===== config.mk =====
export PLATFORM = sky130hd
export DESIGN_NAME = data_sram_ctrl
export DESIGN_NICKNAME = d
export VERILOG_FILES = /design/src/rtl/data_sram_ctrl.sv
export SDC_FILE = /design/constraint.sdc
export NUM_CORES = 1
export LEC_CHECK = 0
export ABC_AREA = 1
export CAP_MARGIN = 20
export CORE_MARGIN = 5
export CORE_UTILIZATION = 45
export DETAILED_ROUTE_END_ITERATION = 10
export PLACE_DENSITY = 0.83
export SLEW_MARGIN = 25
export SYNTH_ARGS = -nofsm -noshare
export SYNTH_HDL_FRONTEND = slang
export SYNTH_SLANG_ARGS = --single-unit
export TNS_END_PERCENT = 1

===== constraint.sdc =====
create_clock -name clk -period 2.6 [get_ports clk]
set_input_delay 0.39 -clock clk [delete_from_list [all_inputs] [get_ports clk]]
set_output_delay 0.39 -clock clk [all_outputs]
set_load 0.005 [all_outputs]

===== src/rtl/data_sram_ctrl.sv =====
// rtl/data_sram_ctrl.sv - MEM-stage load/store sequencer for a req/addr_ok/data_ok SRAM data port
module data_sram_ctrl #(
    parameter int TIMEOUT = 64
) (
    input  logic        clk,
    input  logic        rst,
    input  logic        ex_req,
    input  logic        ex_we,
    input  logic [1:0]  ex_size,
    input  logic [31:0] ex_addr,
    input  logic [31:0] ex_wdata,
    input  logic        wb_ready,
    output logic        stallreq,
    output logic [31:0] mem_rdata,
    output logic        mem_rdata_valid,
    output logic        align_err,
    output logic        timeout_err,
    output logic        data_sram_req,
    output logic        data_sram_wr,
    output logic [1:0]  data_sram_size,
    output logic [31:0] data_sram_addr,
    output logic [3:0]  data_sram_wstrb,
    output logic [31:0] data_sram_wdata,
    input  logic        data_sram_addr_ok,
    input  logic        data_sram_data_ok,
    input  logic [31:0] data_sram_rdata
);

    localparam logic [7:0] TMO_LIMIT = 8'(TIMEOUT);

    typedef enum logic [1:0] {
        S_IDLE = 2'b00,
        S_REQ  = 2'b01,
        S_WAIT = 2'b10,
        S_DONE = 2'b11
    } state_t;

    state_t      state;
    logic [7:0]  tmo_cnt;
    logic        req_q;
    logic        misaligned;
    logic        can_accept;
    logic        accept;
    logic [3:0]  strb_next;
    logic [31:0] wdata_next;

    // Alignment rule: halves need addr[0]==0, words (and size 11) need addr[1:0]==0
    always_comb begin
        misaligned = 1'b0;
        case (ex_size)
            2'b00:   misaligned = 1'b0;
            2'b01:   misaligned = ex_addr[0];
            default: misaligned = (ex_addr[1:0] != 2'b00);
        endcase
    end

    // Byte-lane strobes and lane-replicated write data for the incoming op
    always_comb begin
        strb_next  = 4'b0000;
        wdata_next = ex_wdata;
        case (ex_size)
            2'b00: begin
                wdata_next = {4{ex_wdata[7:0]}};
                if (ex_we) begin
                    strb_next = 4'b0001 << ex_addr[1:0];
                end
            end
            2'b01: begin
                wdata_next = {2{ex_wdata[15:0]}};
                if (ex_we) begin
                    strb_next = ex_addr[1] ? 4'b1100 : 4'b0011;
                end
            end
            default: begin
                wdata_next = ex_wdata;
                if (ex_we) begin
                    strb_next = 4'b1111;
                end
            end
        endcase
    end

    // Accept window, stall request and status outputs; all forced low while rst is high
    always_comb begin
        can_accept      = (state == S_IDLE) || ((state == S_DONE) && wb_ready);
        accept          = can_accept && ex_req && !misaligned;
        align_err       = !rst && can_accept && ex_req && misaligned;
        stallreq        = !rst && (((state == S_IDLE) && accept) ||
                                   (state == S_REQ) || (state == S_WAIT));
        data_sram_req   = !rst && req_q;
        mem_rdata_valid = !rst && (state == S_DONE);
        timeout_err     = !rst && ((state == S_REQ) || (state == S_WAIT)) &&
                          (tmo_cnt == TMO_LIMIT);
    end

    // Access sequencer: latches the request, drives the handshake, captures load data
    always_ff @(posedge clk) begin
        if (rst) begin
            state           <= S_IDLE;
            req_q           <= 1'b0;
            tmo_cnt         <= 8'd0;
            mem_rdata       <= 32'd0;
            data_sram_wr    <= 1'b0;
            data_sram_size  <= 2'b00;
            data_sram_addr  <= 32'd0;
            data_sram_wstrb <= 4'b0000;
            data_sram_wdata <= 32'd0;
        end else begin
            case (state)
                S_IDLE, S_DONE: begin
                    if (accept) begin
                        state           <= S_REQ;
                        req_q           <= 1'b1;
                        tmo_cnt         <= 8'd0;
                        data_sram_wr    <= ex_we;
                        data_sram_size  <= ex_size;
                        data_sram_addr  <= ex_addr;
                        data_sram_wstrb <= strb_next;
                        data_sram_wdata <= wdata_next;
                    end else if (state == S_DONE && wb_ready) begin
                        state <= S_IDLE;
                    end
                end
                S_REQ: begin
                    if (tmo_cnt != TMO_LIMIT) begin
                        tmo_cnt <= tmo_cnt + 8'd1;
                    end
                    if (data_sram_addr_ok) begin
                        req_q <= 1'b0;
                        state <= S_WAIT;
                    end
                end
                S_WAIT: begin
                    if (tmo_cnt != TMO_LIMIT) begin
                        tmo_cnt <= tmo_cnt + 8'd1;
                    end
                    if (data_sram_data_ok) begin
                        if (!data_sram_wr) begin
                            mem_rdata <= data_sram_rdata;
                        end
                        state <= S_DONE;
                    end
                end
                default: begin
                    state <= S_IDLE;
                    req_q <= 1'b0;
                end
            endcase
        end
    end

endmodule


==> After elaboration in Yosys (flattened, before gate mapping) <==
Cells that the tools add are included.
{ "op_classes": {"add_sub_neg": 1, "reduce_logical": 29, "bitwise_logic": 1, "muxes": 18, "shifts": 1, "eq_ne": 11} }
{ "ops": {"columns": ["cell", "count"], "rows": [
  ["32-bit case mux with 2 select lines", 1],
  ["4-bit 2-to-1 mux", 4],
  ["8-bit 2-to-1 mux", 2],
  ["8-bit case mux with 2 select lines", 1],
  ["1-bit logical AND", 12],
  ["3-bit AND reduction", 3],
  ["8-bit by 1-bit adder with 8-bit output, second input constant", 1],
  ["8-bit by 7-bit == test with 1-bit output, second input constant", 1],
  ["2-bit 2-to-1 mux", 4],
  ["8-bit by 7-bit != test with 1-bit output, second input constant", 1],
  ["4-bit case mux with 2 select lines", 1],
  ["2-bit != test, second input constant", 3],
  ["2-bit case mux with 3 select lines", 1],
  ["2-bit by 1-bit == test with 1-bit output, second input constant", 2],
  ["2-bit == test, second input constant", 2],
  ["2-bit logical NOT", 2],
  ["1-bit logical OR", 4],
  ["1-bit case mux with 2 select lines", 2],
  ["2-bit AND reduction", 2],
  ["2-bit nonzero test", 2],
  ["2-bit OR reduction", 2],
  ["1-bit by 2-bit left shift with 4-bit output, first input constant", 1],
  ["3-bit != test, second input constant", 1],
  ["1-bit logical NOT", 2],
  ["other kinds (3)", 4]
]} }
{ "totals": {"out_inout_bits": 108, "register_bits": 114} }

==> Longest topological paths before layout <==
{ "depth": {"word_depth": 9, "mapped_depth": 11, "depth_no_buf": 11} }

==> Worst setup path before layout <==
Ideal clock, no wire load.
{ "synth_path": {"path_kind": "register to output", "startpoint": "register state[1]", "endpoint": "output port timeout_err", "t_required_ns": 2.210, "path_slack_ns": 0.903, "t_arrival_ns": 1.307, "path_stages_with_launch": 8, "n_path_buf": 1, "path_cell_list": "dfxtp_1 > inv_1 > ha_1 > buf_2 > nand2_1 > nor3_1 > nand2_1 > nor2_1"} }
{ "synth_between": {"elab_chain_cells": 4, "elab_cells_between_ends": 5, "classes_between": "eq/ne (2); reduce/logical (3)"} }
{ "synth_lines": {"columns": ["element", "line_no", "rtl"], "rows": [
  ["start: declaration", "38", "state_t state;"],
  ["start signal: assignment", "99", "state <= S_IDLE;"],
  ["start signal: assignment", "112", "state <= S_REQ;"],
  ["start signal: assignment", "121", "state <= S_IDLE;"],
  ["2-bit by 1-bit == test with 1-bit output or 2-bit == test (tied branches)", "92", "timeout_err = !rst && ((state == S_REQ) || (state == S_WAIT)) &&"],
  ["1-bit logical OR *", "92", null],
  ["1-bit logical AND * (2 in a row)", "92", null],
  ["end: declaration", "17", "output logic timeout_err,"]
]} }
Mark *: on every way between the ends. The rest lies on a longest branch, timed or not.

==> Final worst setup path <==
{ "layout_path": {"startpoint": "register state[1]", "endpoint": "output port align_err"} }
{ "layout_between": {"elab_chain_cells": 6, "elab_cells_between_ends": 7, "classes_between": "eq/ne (1); reduce/logical (6)"} }
{ "layout_lines": {"columns": ["element", "line_no", "rtl"], "rows": [
  ["2-bit == test", "85", "can_accept = (state == S_IDLE) || ((state == S_DONE) && wb_ready);"],
  ["1-bit logical AND", "85", null],
  ["1-bit logical OR *", "85", null],
  ["1-bit logical AND * (3 in a row)", "87", "align_err = !rst && can_accept && ex_req && misaligned;"],
  ["end: declaration", "16", "output logic align_err,"]
]} }
Marked as above.

==> impl_table.tex <==
\begin{tabular}{lr}
\hline
Metric & Value \\
\hline
\multicolumn{2}{l}{\textbf{Run status}} \\
Outcome & complete, no violations \\
\multicolumn{2}{l}{\textbf{Global route}} \\
Vias in the first global route & slightly below 5000 \\
Total grt overflow & 0 \\
Antenna violations before repair & 0 \\
Maximum number of pins on one net before global-route repair & 97 \\
Global-route wire length before repair & 23.9 mm \\
Global-route total usage across every layer & 23.1\% \\
\multicolumn{2}{l}{\textbf{Floorplan}} \\
Initial cell density of the core & 45.8\% \\
Core outline area & a little over 0.01 mm\^{}2 \\
Count of standard-cell rows & 37 \\
Die Y-Extent & roughly 110 um \\
DIE AREA & 0.0126 mm\^{}2 \\
Number of primary I/O pins & roughly 210 \\
Die width & 112 um \\
\multicolumn{2}{l}{\textbf{Yosys}} \\
Fraction of synthesis flops using an asynchronous set or reset pin & 0\% \\
Synth top area cells & dfxtp\_1, nor2\_1, o21ai\_0, nand2\_1, a21oi\_1 \\
Count of flip-flops with a built-in enable after synthesis & 0 \\
Synth top cells by count & nor2\_1, dfxtp\_1, o21ai\_0, nand2\_1, a21oi\_1 \\
Sequential area share after synthesis & slightly below 50\% \\
Synth Net Count & around 740 \\
Primary FF master, synth & dfxtp\_1 \\
Avg Inst Size Synth & 7.52 um\^{}2 \\
Post-synthesis cell count & around 620 \\
Count of cell types in the netlist & 28 \\
Synthesized cell area & $\sim$0.0047 mm\^{}2 \\
Dominant cell by count in the synthesized netlist & nor2\_1 \\
Synthesis warning total & 0 \\
Synth top area share & about 50\% \\
Post-synthesis register bit count & about 110 \\
Synth area leader & dfxtp\_1 \\
\multicolumn{2}{l}{\textbf{Power}} \\
Power Dens Cells & $\sim$900 mW/mm\^{}2 \\
Maximum vdd ir drop & roughly 0.00052 V \\
Leakage power summed over all cells & 3.00 nW \\
\multicolumn{2}{l}{\textbf{Timing}} \\
Number of setup violations in the final report & 0 \\
Clock skew & around 10 ps \\
Sum Neg Setup Slack & 0 ps \\
Pin slew with the least headroom to its limit & 964 ps \\
Count of final max-slew check failures & 0 \\
Final worst path period share & between 90 and 100\% \\
Worst slew margin relative to its limit & 35.6\% \\
Minimum clock period & 2470 ps \\
Post-layout worst setup margin & 134 ps \\
RSZ-0062 raised after global routing & false \\
Number of hold violations in the final report & 0 \\
Max Clk Rate & about 400 MHz \\
\multicolumn{2}{l}{\textbf{Routing}} \\
Count of nets left with antenna violations after detail routing & 0 \\
DRC violations left & 0 \\
Via density per instance & between 5 and 6 \\
Vias after detailed routing & just under 5000 \\
Count of routing violations after the opening detailed-route iteration & between 300 and 400 \\
Final Routed Wirelength & 15.2 mm \\
Number of detailed-route iterations in the first pass & 5 \\
Routed WL per cell & 15.5 um \\
\multicolumn{2}{l}{\textbf{Final layout}} \\
Total of fill cells in the finished design & 766 \\
Share of final-layout standard cells stronger than drive strength 1 & between 9 and 10\% \\
Antenna diode count & 0 \\
Synth-to-Final Area Change & 60.7\% \\
Filler-free cell count of the finished design & 981 \\
Final net count & approximately 940 \\
Share of the core filled with cells & around three quarters \\
\multicolumn{2}{l}{\textbf{Place}} \\
Routability cong. & 0.860 \\
Input/output buffers & approximately 210 \\
Placement Setup Slack & between 100 and 150 ps \\
Final HPWL DP & 10.7 mm \\
Placed cell count & between 900 and 1000 \\
\multicolumn{2}{l}{\textbf{Setup path}} \\
Library cell contributing the largest single delay on the critical path & clkdlybuf4s50\_1 \\
Critical path buffers and inverters & 1 \\
Arrival time of the worst setup path & $\sim$2100 ps \\
Most common cell type on the critical path & nand2\_1 \\
Worst path required time & between 2000 and 2500 ps \\
Delay of the slowest critical-path stage & 560 ps \\
Cell family with the largest share of critical-path delay & buffers and inverters \\
Chain of cells forming the critical path & ha\_1 -> nand2\_1 -> a21oi\_2 -> nand2\_1 -> nor2\_1 -> clkdlybuf4s50\_1 \\
Startpoint types & flop \\
CP Max Fanout & 4 \\
Category of the worst setup path capture point & primary output \\
Category of the most critical setup path & reg -> out \\
\multicolumn{2}{l}{\textbf{CTS}} \\
Number of clock buffers inserted by TritonCTS & 17 \\
Clock net sink count & between 100 and 150 \\
H-tree depth & 4 \\
Maximum clock path buffer count & 2 \\
TritonCTS clock tree & built \\
Clk slew on worst S/H paths & approximately 60 ps \\
Cell chosen for the clock root & clkbuf\_8 \\
Hold buffers post-CTS & 0 \\
Clock network latency to the later pin of the worst-skew pair & slightly below 500 ps \\
\multicolumn{2}{l}{\textbf{Flow run}} \\
Max Cap Viol & 0 \\
\multicolumn{2}{l}{\textbf{Hold path}} \\
Hold Crit Class & reg -> reg \\
\hline
\end{tabular}
==> tightest hold or removal path, cell delays in order, from the launching register on <==
cell     delay, ps
dfxtp_1        330
nand2_1         50
o21ai_0         60
==> worst paths after layout <==
kind                         endpoint                start  slack [ps]  cells after the start
setup / recovery            align_err             state[1]         130                      6
hold / removal    data_sram_wdata[18]  data_sram_wdata[18]         470                      2
setup reg to reg           tmo_cnt[7]             state[1]         710                     10
hold reg to reg   data_sram_wdata[18]  data_sram_wdata[18]         470                      2
==> where the power goes <==
part,switching (mW),internal [mW]
Clock,0.768,1.62
Combinational,0.935,1.09
Sequential,0.213,2.15
==> sequential cells by signal, summed over array words and instances (netlist names) <==
| register | cells |
|---|---|
| data_sram_addr | 32 |
| data_sram_wdata | 32 |
| mem_rdata | 32 |
| tmo_cnt | 8 |
| data_sram_wstrb | 4 |
| data_sram_size | 2 |
| state | 2 |
| data_sram_wr | 1 |
| req_q | 1 |
==> area by class of cell <==
cell class / instances / area [um^2] / share of cell area, %
multi-input combinational: 439 / 2090 / 27.7
inverter: 34 / 130 / 1.73
sequential: 114 / 2280 / 30.3
clock inverter: 10 / 156 / 2.08
clock buffer: 21 / 459 / 6.09
tap: 136 / 170 / 2.26
timing repair buffer: 227 / 2250 / 29.8
==> routing by layer <==
layer	share of wire, %	up-vias	GRT usage, %	routed length [um]
met5	0	-	0	0
met4	3.7	0	11.7	566
met3	6.5	37	6.79	979
met2	51	189	38.5	7670
met1	39	2286	27.0	5950
li1	-	2448	-	-
==> stage by stage <==
stage          hold slack (ps)  total power [mW]  instance area (um^2)
2_1_floorplan              450              3.23                  4690
3_3_place_gp               447              4.32                  6880
3_5_place_dp               457              4.38                  6880
4_1_cts                    455              6.80                  7510
5_1_grt                    471              7.14                  7540
6_report                   466              6.77                  7540
==> what timing repair did <==
action,in CTS,in global routing
setup buffers,1,1
setup endpoints to repair,3,1
gates resized for setup,5,5
pin swaps,1,1
==> cells by family (layout without fill, tap and decap cells) <==
group	after synthesis	count (layout)	share of synthesized area, %
compound gates	172	172	19.6
fa+ha+maj	6	6	1.60
buf+inv	71	292	7.34
flops	114	114	48.7
simple gates	261	261	22.9
==> cell usage in the layout (no fill, tap or decap), types with 16 or more instances in the layout <==
cell             instances
a21oi_1                 32
dfxtp_1                112
o21ai_1                 26
nand2_1                 72
nor2_1                 154
o21ai_0                 97
clkbuf_16               16
inv_1                   28
clkdlybuf4s50_1        210
(Power assumes the default switching activity.)
